File: config.mk
export PLATFORM = sky130hd
export DESIGN_NAME = bus_share_arbiter
export DESIGN_NICKNAME = d
export VERILOG_FILES = /design/src/rtl/bus_share_arbiter.sv
export SDC_FILE = /design/constraint.sdc
export NUM_CORES = 1
export LEC_CHECK = 0
export BUFFER_PORTS_ARGS = -buffer_cell sky130_fd_sc_hd__buf_2
export CORE_MARGIN = 4
export CORE_UTILIZATION = 50
export DETAILED_ROUTE_END_ITERATION = 7
export GPL_ROUTABILITY_DRIVEN = 0
export PLACE_DENSITY = 0.76
export SETUP_SLACK_MARGIN = 0.1
export SYNTH_ARGS = -nofsm -noshare
export SYNTH_HDL_FRONTEND = slang
export SYNTH_SLANG_ARGS = --single-unit
File: constraint.sdc
create_clock -name Clk -period 2.55 [get_ports Clk]
set_input_delay 0.255 -clock Clk [delete_from_list [all_inputs] [get_ports Clk]]
set_output_delay 0.255 -clock Clk [all_outputs]
set_load 0.02 [all_outputs]
File: src/rtl/bus_share_arbiter.sv
// bus_share_arbiter
// Round-robin arbiter sharing one 4-bit 2:1 datapath between sources A and B.
// A request/grant handshake picks the owner, the mux select follows the
// registered grant, and the selected data is registered onto Y with a Valid
// flag. A hold counter forces a handoff when one source has kept the path
// for MAX_HOLD cycles while the other is waiting.
//
// State is one-hot so each grant output is a single register bit and never
// glitches; any illegal encoding falls back to IDLE.

module bus_share_arbiter #(
  parameter int MAX_HOLD = 8          // legal range 1..15
) (
  input  logic       Clk,
  input  logic       Rst_n,
  input  logic       ReqA,
  input  logic       ReqB,
  input  logic [3:0] DataA,
  input  logic [3:0] DataB,
  output logic       GntA,
  output logic       GntB,
  output logic       Sel,
  output logic [3:0] Y,
  output logic       Valid
);

  // One-hot state encoding
  localparam logic [2:0] ST_IDLE  = 3'b001;
  localparam logic [2:0] ST_GNT_A = 3'b010;
  localparam logic [2:0] ST_GNT_B = 3'b100;

  // Last counter value before a contended grant must be handed over
  localparam logic [3:0] HOLD_LAST = 4'(MAX_HOLD - 1);

  // Round-robin flag encoding: which source was granted most recently
  localparam logic LAST_A = 1'b0;
  localparam logic LAST_B = 1'b1;

  logic [2:0] state_q, state_d;
  logic [3:0] hold_q,  hold_d;
  logic       last_q,  last_d;
  logic [3:0] y_q,     y_d;
  logic       valid_q, valid_d;
  logic       at_limit_s;
  logic       in_grant_s;

  assign at_limit_s = (hold_q == HOLD_LAST);
  assign in_grant_s = (state_q == ST_GNT_A) || (state_q == ST_GNT_B);

  // State, hold counter, round-robin flag and output data registers
  always_ff @(posedge Clk or negedge Rst_n) begin
    if (!Rst_n) begin
      state_q <= ST_IDLE;
      hold_q  <= 4'd0;
      last_q  <= LAST_B;     // A wins the first tie after reset
      y_q     <= 4'b0000;
      valid_q <= 1'b0;
    end else begin
      state_q <= state_d;
      hold_q  <= hold_d;
      last_q  <= last_d;
      y_q     <= y_d;
      valid_q <= valid_d;
    end
  end

  // Next-state: arbitration, direct handoff on release, forced handoff at hold limit
  always_comb begin
    state_d = state_q;
    case (state_q)
      ST_IDLE: begin
        if (ReqA && ReqB) begin
          state_d = (last_q == LAST_B) ? ST_GNT_A : ST_GNT_B;
        end else if (ReqA) begin
          state_d = ST_GNT_A;
        end else if (ReqB) begin
          state_d = ST_GNT_B;
        end else begin
          state_d = ST_IDLE;
        end
      end
      ST_GNT_A: begin
        if (!ReqA) begin
          state_d = ReqB ? ST_GNT_B : ST_IDLE;
        end else if (ReqB && at_limit_s) begin
          state_d = ST_GNT_B;
        end else begin
          state_d = ST_GNT_A;
        end
      end
      ST_GNT_B: begin
        if (!ReqB) begin
          state_d = ReqA ? ST_GNT_A : ST_IDLE;
        end else if (ReqA && at_limit_s) begin
          state_d = ST_GNT_A;
        end else begin
          state_d = ST_GNT_B;
        end
      end
      default: begin
        state_d = ST_IDLE;
      end
    endcase
  end

  // Hold counter: clear on any state change, count (saturating) while a grant is kept
  always_comb begin
    hold_d = hold_q;
    if (state_d != state_q) begin
      hold_d = 4'd0;
    end else if (in_grant_s && !at_limit_s) begin
      hold_d = hold_q + 4'd1;
    end else begin
      hold_d = hold_q;
    end
  end

  // Round-robin flag: remember the source whose grant is being entered
  always_comb begin
    last_d = last_q;
    if ((state_d == ST_GNT_A) && (state_q != ST_GNT_A)) begin
      last_d = LAST_A;
    end else if ((state_d == ST_GNT_B) && (state_q != ST_GNT_B)) begin
      last_d = LAST_B;
    end else begin
      last_d = last_q;
    end
  end

  // Datapath: capture the currently granted source, hold Y while idle
  always_comb begin
    y_d     = y_q;
    valid_d = 1'b0;
    case (state_q)
      ST_GNT_A: begin
        y_d     = DataA;
        valid_d = 1'b1;
      end
      ST_GNT_B: begin
        y_d     = DataB;
        valid_d = 1'b1;
      end
      default: begin
        y_d     = y_q;
        valid_d = 1'b0;
      end
    endcase
  end

  // Outputs decoded from registered state; select follows the B grant
  always_comb begin
    GntA  = (state_q == ST_GNT_A);
    GntB  = (state_q == ST_GNT_B);
    Sel   = (state_q == ST_GNT_B);
    Y     = y_q;
    Valid = valid_q;
  end

endmodule

* Yosys cells after proc, flatten, opt, wreduce, memory -nomap -nowiden
Index checks and enable logic that the tools add are counted.
** Word-level totals
- Register bits after elaboration :: 13
- Bits in latches :: 0
- RAM bits :: 0
- Bits in read-only memories :: 0
- Bits of input ports :: 12
- Output and inout port bits :: 8
- Logic and storage cells :: 43
- Memories kept :: 0
** Operators by class
- $add $sub $neg :: 1
- Multiply operators :: 0
- Div/mod/pow operators :: 0
- $lt $le $gt $ge :: 0
- Equality and inequality tests :: 9
- Shift-type cells :: 0
- Muxes and demuxes :: 16
- Bitwise operators :: 0
- Reductions and logical operators :: 12
** Operators with widths (count)
- $mux W3 :: 8
- $pmux W3 S3 :: 1
- $mux W4 :: 2
- $pmux W4 S2 :: 1
- $eq A3 B2 Y1 const B :: 2
- $eq A3 B3 Y1 const B :: 2
- $logic_and A1 B1 Y1 :: 6
- $reduce_bool A2 Y1 :: 3
- $add A4 B1 Y4 const B :: 1
- $eq A4 B3 Y1 const B :: 1
- $eq A3 B1 Y1 const B :: 1
- $mux W1 :: 3
- $ne A3 B2 Y1 const B :: 1
- $ne A3 B3 Y1 :: 1
- $ne A3 B3 Y1 const B :: 1
- $mux W2 :: 1
- $reduce_or A2 Y1 :: 1
- $logic_not A1 Y1 :: 1
- $logic_or A1 B1 Y1 :: 1

* Logic depth before layout (Yosys ltp)
Gate-level depths: netlist of the first run.
- Depth after elaboration :: 9
- Gate-level depth with buffers :: 7
- Mapped depth without buffers :: 5

* Least setup slack after synthesis of the first run
OpenSTA, ideal clock, no wires.
- Path kind :: register to register
- Start :: reg state_q[1]
- End :: reg hold_q[3]
- Setup time :: 77 ps
- Arrival time :: 1632 ps
- Data required time :: 2473 ps
- Slack :: 840 ps
- Cell stages (with the launch flop) :: 6
- Path buffers :: 1
- Period minus slack after synthesis :: 1710 ps
- Cell sequence :: dfrtp_1 -> buf_2 -> nor3b_4 -> nor2_2 -> or4_1 -> a21oi_1
** Between the ends
- Cells in the longest elaborated chain, start to end :: 4
- Elaborated cells on any way between the ends :: 9
- Classes of those cells :: eq/ne (4); mux (2); reduce/logical (3)
** RTL lines
- start: declaration :: RTL line 39 : logic [2:0] state_q, state_d;
- start signal: assignment :: RTL line 59 : state_q <= state_d;
- $eq A3 B3 Y1 *
- named net GntB :: RTL line 21 : output logic GntB,
- $pmux W3 S3 or $logic_or A1 B1 Y1 (tied branches) :: RTL line 70, 48
- $ne A3 B3 Y1 or $logic_and A1 B1 Y1 (tied branches) :: RTL line 109, 111
- $mux W4 or $reduce_bool A2 Y1 (tied branches)
- end signal: assignment :: RTL line 60 : hold_q <= hold_d;
- end: declaration :: RTL line 40 : logic [3:0] hold_q, hold_d;
The timed path passes the listed nets; every way through them passes the cells marked *.
A chain may end at the register's enable or synchronous reset.

* Worst setup path in the final report of the first run
- Start :: reg hold_q[0]
- End :: reg hold_q[2]
** Between the ends
- Cells in the longest elaborated chain, start to end :: 7
- Elaborated cells on any way between the ends :: 15
- Classes of those cells :: add/sub (1); eq/ne (2); mux (7); reduce/logical (5)
** RTL lines
- $eq A4 B3 Y1 :: RTL line 47 : assign at_limit_s = (hold_q == HOLD_LAST);
- $logic_and A1 B1 Y1, on equally long branches :: RTL line 94, 85
- $mux W3, on equally long branches :: RTL line 94, 85
- $mux W3, on equally long branches :: RTL line 92, 83
- $pmux W3 S3 :: RTL line 70 : case (state_q)
- $ne A3 B3 Y1 :: RTL line 109 : if (state_d != state_q) begin
- $mux W4 or $reduce_bool A2 Y1 (tied branches)
Parallel ways exist; a longest one is shown, timed or not. The select of a mux whose other input is x is not followed.

==> results of run 1 <==
==> final cells by class <==
| cell class | instances | share of cell area, % |
|---|---|---|
| repair buffers | 20 | 12.44 |
| multi-input cells | 53 | 42.07 |
| flip-flops and latches | 13 | 38.81 |
| well taps | 15 | 2.222 |
| inverters | 3 | 1.333 |
| clock buffers | 4 | 3.111 |
==> worst register-to-register path, delay by kind of cell (launching register included) <==
kind,cells,cell delay [ns]
simple gates,2,0.48
compound gates,2,0.61
fa+ha+maj,1,0.26
flops,1,0.41
==> flip-flops by register name, indices dropped and copies added (netlist names) <==
name,cells
Valid,1
hold_q,4
last_q,1
state_q,3
Y,4
==> synthesized netlist by cell type <==
library cell / count
a2111o_1: 1
a211oi_1: 2
a21boi_0: 1
a21oi_1: 4
a311oi_1: 1
and2_1: 1
and3_1: 1
and3b_1: 1
buf_2: 2
buf_4: 1
dfrtp_1: 11
dfstp_2: 2
ha_1: 1
inv_1: 2
inv_2: 1
mux2i_1: 5
nand2_1: 6
nand2b_1: 2
nand3_1: 1
nand3b_1: 1
nor2_1: 4
nor2_2: 1
nor2b_1: 2
nor3_1: 1
nor3b_2: 1
nor3b_4: 1
o211ai_1: 1
o21ai_0: 9
o22ai_1: 1
or4_1: 2
xnor2_1: 2
==> where the power goes <==
group	switching, µW	total, µW	leakage, µW	internal (µW)
Combinational	247	409	0.000201	162
Sequential	73.6	366	0.000166	292
Clock	73.6	134	0.0000150	60.7
==> routing by layer <==
metal	share of wire, %	track usage (%)	vias up
met1	44	21.87	291
met5	0	0	-
met3	6.1	3.557	4
met2	49	28.41	31
met4	1.1	10.23	0
li1	-	-	303
==> stage by stage <==
step / total power [µW] / util, % / hold slack (ns)
4_1_cts: 909.2 / 64.10 / 0.1937
2_1_floorplan: 669.1 / - / -0.04059
5_1_grt: 978.2 / 64.10 / 0.1862
6_report: 909.3 / 64.10 / 0.2084
3_3_place_gp: 762.9 / 61.35 / 0.1551
3_5_place_dp: 772.9 / 61.35 / 0.1565
==> cells by family (layout without fill, tap and decap cells) <==
kind of cell,Yosys count,count (layout)
XOR/XNOR,2,2
adder cells (fa/ha/maj),1,1
AND/OR/NAND/NOR,25,25
AO/OA/AOI/OAI,20,20
multiplexers,5,5
buffers and inverters,6,27
flip-flops,13,13
==> worst paths after layout <==
check | start | to | slack, ns | depth (start not counted)
setup reg to reg | hold_q[0]$_DFFE_PN0P_ | hold_q[2]$_DFFE_PN0P_ | 0.71 | 5
max in group asynchronous | Rst_n | state_q[0]$_DFF_PN1_ | 1.89 | 2
min in group asynchronous | Rst_n | Y[3]$_DFFE_PN0P_ | 0.38 | 2
hold reg to reg | Y[2]$_DFFE_PN0P_ | Y[2]$_DFFE_PN0P_ | 0.48 | 2
hold / removal | ReqB | state_q[0]$_DFF_PN1_ | 0.21 | 2
setup / recovery | hold_q[0]$_DFFE_PN0P_ | hold_q[2]$_DFFE_PN0P_ | 0.71 | 5
==> metrics, run 1 <==
max-cap violations 0; maximum clock frequency ~0.54 GHz; die footprint about 2100 µm²; Post-Place Cell Area slightly above 800 µm²; io pins 20; Rows 13; clk_lat worst skew roughly 0.28 ns; status completed; area occupied by multi-input gates around 360 µm²; Compound-Gate Fraction of Synth Area 17.05%; storage element area 327.8 µm²; Port-buffer cells 19; TritonCTS clock tree built; number of hold violations in the final report 0; CP max stage delay 0.41 ns; Worst Path Required about 2.7 ns; final clock skew approximately 0.006 ns; GRT Residual Overflow 0; Die Y between 40 and 50 µm; Synth Area in XOR/XNOR 2.460%; total number of vias between 600 and 700; Hold Buf Count CTS 1; CTS buffer count 3; syn nets between 80 and 90; initial antenna violation count 0; Post-CTS Setup Bufs 0; antenna cells 0; most frequent cells in the layout buf_2 (19), dfrtp_1 (11), o21ai_0 (9), nand2_1 (6), mux2i_1 (5); die width between 40 and 50 µm; dpl ws about 0.73 ns; Final min period roughly 1.8 ns; DP Cell Count 103; Post-Synthesis Cells 72; CP max FO 5; post-synthesis sequential area ratio about 46%; Synth Area in Simple Gates between 20% and 30%; Worst Path Arrival 2.03 ns; Relative slew margins ~68%; Bufs and invs on worst path 0; Tcrit/Tclk final 72.32%; gr usage total between 10% and 20%; vias per inst 5.824; RSZ-0062 raised after global routing no; vias in the first global route ~560; Peak VDD IR slightly below 0.6 mV; Slowest-stage cell, CP dfrtp_1; critical-path cell list ha_1, and3b_1, a2111o_1, and3_1, a311oi_1; WL/cell roughly 15 µm; # DRC 0; largest family of logic cells by synthesized area simple AND/OR/NAND/NOR gates; HP Class in2reg; layout cells sized above 1 between 30% and 40%; Yosys cell types 31; CTS sink cnt 13; Core Region 1318 µm²; Initial Util between 50% and 60%; Synth-to-Final Area Change 18.63%; Worst setup EP type register; Yosys warning count 0; synth top area cells dfrtp_1 (39%), dfstp_2 (7.4%), mux2i_1 (7.0%); mapped cell area roughly 710 µm²; max-slew violations 0; Setup CP Type reg2reg; Mapped Avg Cell Area roughly 10 µm²; Worst Slack Setup Final slightly above 0.7 ns; Synth area leader dfrtp_1; #FFs+latches synth 13; # setup viols final 0; clock transition at the registers of the reported paths around 0.08 ns; Clock Tree Root clkbuf_4; first-pass GRT wire length approximately 2500 µm; 1st-iter DRT viols 14; actual slew at the worst max-slew pin approximately 0.48 ns; top-area cell type share of the netlist area approximately 39%; first-pass detailed-route iteration total 4; Final ANT Viol Nets 0; Post-CTS Resized 0; fillers approximately 110; Power Dens Cells 1077 nW/µm²; CTS max path bufs 2; post-synthesis adder-cell area fraction under 10%; fin cells between 100 and 150; Leak about 0.00038 µW; mux share of post-synthesis cell area 7.030%; Post-DP HPWL 1160 µm; Setup Total Neg Slack 0 ns; nets@finish 107; Startpoint Class register; Top delay family on crit path compound AO/OA/AOI/OAI gates; total wire length approximately 1600 µm; largest net degree at the start of global routing 14; H-tree depth 1; post-route cell area between 800 and 900 µm²; commonest non-fill, non-tap cell in the layout buf_2
No activity file was read; power rests on OpenSTA's default activity.
==> run 2, diff against run 1 <==
Settings changed: CORE_UTILIZATION 50 to 44, PLACE_DENSITY 0.76 to 0.71.
Clock period 2.55 ns to 1.5 ns, I/O delays scaled along.
==> metrics, run 2 (same netlist as run 1, synthesis figures left out) <==
Initial Util between 40% and 50%; first-pass GRT wire length a little under 3000 µm; Core Region 1524 µm²; M2 GR Usage 29.17%; RSZ-0062 raised after global routing yes; io pins 20; total number of vias roughly 670; CP max FO 4; Synth-to-Final Area Change 53.08%; gr usage total 18.55%; GRT Residual Overflow 0; maximum clock frequency around 0.63 GHz; HP Class in2reg; layout cells sized above 1 a little over half; Rows 14; first-pass detailed-route iteration total 4; Clock Tree Root clkbuf_4; antenna cells 0; Peak VDD IR 0.9127 mV; Startpoint Class register; max-cap violations 0; vias per inst around 5.3; Worst Path Arrival 1.77 ns; Die Y just under 50 µm; CTS sink cnt 13; M1 GR Usage 23.18%; WL/cell about 15 µm; CTS buffer count 3; die width around 48 µm; area occupied by multi-input gates approximately 440 µm²; Setup Total Neg Slack -0.1545 ns; storage element area between 300 and 400 µm²; clk_lat worst skew approximately 0.28 ns; Final ANT Viol Nets 0; Tcrit/Tclk final 105.1%; Setup CP Type reg2reg; DP Cell Count 118; max-slew violations 0; met3 Use GR around 7%; Relative slew margins around four fifths; clock transition at the registers of the reported paths around 0.08 ns; Most Crowded Layer GR met2; # setup viols final 3; vias in the first global route 667; nets@finish around 120; fillers 117; Power Dens Cells between 1500 and 2000 nW/µm²; Port-buffer cells 19; H-tree depth 1; Final min period between 1.5 and 2 ns; # DRC 0; Post-DP HPWL approximately 1300 µm; actual slew at the worst max-slew pin a little over 0.3 ns; Worst Slack Setup Final -0.07710 ns; dpl ws -0.1992 ns; number of hold violations in the final report 0; Leak around 0.0005 µW; commonest non-fill, non-tap cell in the layout buf_2; total wire length ~1800 µm; largest net degree at the start of global routing 14; initial antenna violation count 0; fin cells 126; Worst setup EP type register; Worst Path Required between 1.5 and 2 ns; final clock skew about 0.0044 ns; die footprint ~2300 µm²; CTS max path bufs 2; most frequent cells in the layout buf_2 (16), buf_4 (13), dfrtp_1 (9), buf_6 (7); 1st-iter DRT viols 5; TritonCTS clock tree built; status finished with violations; failing checks negative setup slack
[run 2: changes by cell type in the layout (fill, tap and decap cells not counted), sizes merged]
| cell | delta |
|---|---|
| buf | +17 |
[run 2: what timing repair did]
action | in CTS | in global routing
endpoints found under the setup margin | 9 | 14
cloned | 0 | 0
gates resized for setup | 13 | 21
hold buffers | 1 | 0
pin swaps | 7 | 4
hold endpoints to repair | 11 | 0
setup buffers | 2 | 1
[run 2: routing by layer]
metal	share of wire, %	up-vias
met5	0	-
met4	0.70	0
met3	4.4	2
met2	52	13
met1	43	325
li1	-	332
[run 2: power breakdown]
group	total, µW	internal (µW)	switching, µW
Clock	220	103	117
Sequential	612	503	109
Combinational	1180	583	593
Total	2010	1190	819
[run 2: final timing paths]
| check | from | end | slack, ns | depth (start not counted) |
|---|---|---|---|---|
| worst max register to register | state_q[0]$_DFF_PN1_ | hold_q[2]$_DFFE_PN0P_ | -0.08 | 4 |
| worst min register to register | Y[1]$_DFFE_PN0P_ | Y[1]$_DFFE_PN0P_ | 0.49 | 2 |
| worst max-delay path | state_q[0]$_DFF_PN1_ | hold_q[2]$_DFFE_PN0P_ | -0.08 | 4 |
| max in group asynchronous | Rst_n | state_q[0]$_DFF_PN1_ | 0.91 | 2 |
| worst min-delay path | ReqB | state_q[0]$_DFF_PN1_ | 0.10 | 2 |
| min in group asynchronous | Rst_n | Valid$_DFF_PN0_ | 0.31 | 2 |
[run 2: critical path, cell delays in order, from the launching register on]
cell,delay (ns)
dfstp_2,0.59
nand2b_1,0.09
or4_1,0.41
and3_4,0.22
a311oi_2,0.18
[run 2: through the flow]
step	total power (µW)	instance area (µm²)	util (%)	hold slack, ns
6_report	2008	1090	71.51	0.1035
5_1_grt	2167	1090	71.51	0.09596
3_3_place_gp	1479	922.1	60.51	0.05262
4_1_cts	1804	1012	66.42	0.1002
3_5_place_dp	1492	922.1	60.51	0.05318
2_1_floorplan	1168	725.7	-	-0.1456
[run 2: cell type report]
class	instances	area share (%)
clock buffers	4	2.411
multi-input cells	53	39.95
well taps	16	1.837
repair buffers	37	24.45
flip-flops and latches	13	30.31
inverters	3	1.033
==> run 3, diff against run 2 <==
Settings changed: CELL_PAD_IN_SITES_DETAIL_PLACEMENT set to 1, CELL_PAD_IN_SITES_GLOBAL_PLACEMENT set to 1, CORE_UTILIZATION 44 to 33, PLACE_DENSITY 0.71 to 0.7.
==> metrics, run 3 (same netlist as run 1, synthesis figures left out) <==
DP Cell Count ~130; H-tree depth 1; Die Y ~54 µm; clk_lat worst skew 0.27 ns; storage element area about 330 µm²; # setup viols final 4; critical-path cell list ha_2, and3b_1, a2111o_1, and3_4, a311oi_2; Comb pwr share about 58%; M2 GR Usage 25.10%; first-pass GRT wire length between 3000 and 4000 µm; Core Region about 2000 µm²; Clock Tree Root clkbuf_4; Worst Hold End state_q[0]$_DFF_PN1_; Net Sw Power slightly below 800 µW; io pins 20; Top delay family on crit path compound AO/OA/AOI/OAI gates; Rows 16; total wire length slightly below 2000 µm; Startpoint Class register; Slowest-stage cell, CP dfrtp_1; # DRC 0; Synth-to-Final Area Change 54.13%; Relative slew margins about 80%; Bufs and invs on worst path 0; CTS sink cnt 13; layout cells sized above 1 around 53%; nets@finish approximately 120; most frequent cells in the layout buf_2 (16), buf_4 (11), dfrtp_1 (9), buf_6 (9), nand2_1 (6); dpl ws -0.1953 ns; Leak around 0.00049 µW; commonest non-fill, non-tap cell in the layout buf_2; Power Dens Cells around 1800 nW/µm²; Post-DP HPWL approximately 1500 µm; fin cells roughly 140; Int Pwr between 1000 and 1500 µW; Clk pwr share roughly a tenth; failing checks negative setup slack; R2R setup slack -0.07 ns; Worst Path Arrival between 1.5 and 2 ns; RR Endpoint hold_q[2]$_DFFE_PN0P_; 1st-iter DRT viols 3; Final ANT Viol Nets 0; clock transition at the registers of the reported paths about 0.080 ns; Tot Pwr about 2000 µW; Reg power frac 31.7%; die footprint about 3000 µm²; die width approximately 54 µm; Port-buffer cells 19; RSZ-0062 raised after global routing yes; area occupied by multi-input gates roughly 420 µm²; Setup Total Neg Slack -0.2370 ns; largest net degree at the start of global routing 14; Worst Slack Setup Final -0.07457 ns; antenna cells 0; number of hold violations in the final report 0; Most Crowded Layer GR met2; HP Class in2reg; vias in the first global route between 700 and 800; Hold Path Depth 2; status finished with violations; max-slew violations 0; max-cap violations 0; Final min period roughly 1.6 ns; CP max stage delay slightly below 0.4 ns; fillers between 200 and 250; min-delay src ReqB; GRT Residual Overflow 0; total number of vias slightly below 700; R2R cell count 5; CTS buffer count 3; vias per inst a little over 5; Crit path depth 5; maximum clock frequency ~0.64 GHz; Sw Share between 40% and 50%; initial antenna violation count 0; Initial Util 35.56%; met3 Use GR under 10%; Reg-to-Reg Start hold_q[0]$_DFFE_PN0P_; Tcrit/Tclk final 105.0%; WL/cell between 10 and 15 µm; first-pass detailed-route iteration total 4; Worst Path Required 1.67 ns; TritonCTS clock tree built; final clock skew 0.005470 ns; actual slew at the worst max-slew pin around 0.30 ns; gr usage total 15.49%; CTS max path bufs 2; M1 GR Usage a little over a fifth; CP max FO 3; Setup CP Type reg2reg; Worst setup EP type register; Peak VDD IR a little over 0.9 mV
run 3: cell count changes in the layout (fill, tap and decap cells not counted), moves of 2 or more:
cell,before,now
buf_6,7,9
mux2i_1,5,3
buf_4,13,11
mux2i_2,0,2
run 3: worst max path at each step:
| stage | from | to |
|---|---|---|
| 2_1_floorplan | state_q[1]$_DFF_PN0_ | hold_q[2]$_DFFE_PN0P_ |
| 5_1_grt | hold_q[0]$_DFFE_PN0P_ | hold_q[2]$_DFFE_PN0P_ |
| 3_3_place_gp | hold_q[1]$_DFFE_PN0P_ | hold_q[2]$_DFFE_PN0P_ |
| 6_report | hold_q[0]$_DFFE_PN0P_ | hold_q[2]$_DFFE_PN0P_ |
| 4_1_cts | hold_q[0]$_DFFE_PN0P_ | hold_q[2]$_DFFE_PN0P_ |
| 3_5_place_dp | hold_q[1]$_DFFE_PN0P_ | hold_q[2]$_DFFE_PN0P_ |
run 3: worst register-to-register path: stages, from the launching register on:
cell      delay (ns)
dfrtp_1         0.39
ha_2            0.20
and3b_1         0.18
a2111o_1        0.36
and3_4          0.17
a311oi_2        0.19
run 3: power by group through the flow:
stage	Clock, µW	Sequential [µW]	Combinational, µW
5_1_grt	229	639	1230
3_5_place_dp	0	606	886
3_3_place_gp	0	596	862
2_1_floorplan	0	671	497
6_report	209	619	1130
4_1_cts	218	608	954
run 3: what timing repair did:
item	in CTS	in global routing
gates resized for setup	9	25
pin swaps	5	7
hold endpoints to repair	11	0
endpoints found under the setup margin	10	15
setup buffers	1	3
hold buffers	1	0
run 3: per-stage QoR:
stage	area [µm²]	util, %	hold slack, ns
6_report	1097	54.81	0.1280
5_1_grt	1097	54.81	0.1307
4_1_cts	1001	50.00	0.1205
3_5_place_dp	928.4	46.38	0.06134
3_3_place_gp	928.4	46.38	0.05169
2_1_floorplan	725.7	-	-0.1456
run 3: area by class of cell:
type / instances / share of cell area (%)
clock buffers: 4 / 2.395
flip-flops and latches: 13 / 30.10
inverters: 3 / 1.254
repair buffers: 37 / 24.97
well taps: 27 / 3.079
multi-input cells: 53 / 38.20
run 3: layer usage:
layer | vias to the layer above | routed length, µm
met1 | 345 | 881
met4 | 0 | 0
met2 | 16 | 975
met3 | 0 | 87
li1 | 331 | -
met5 | - | 0
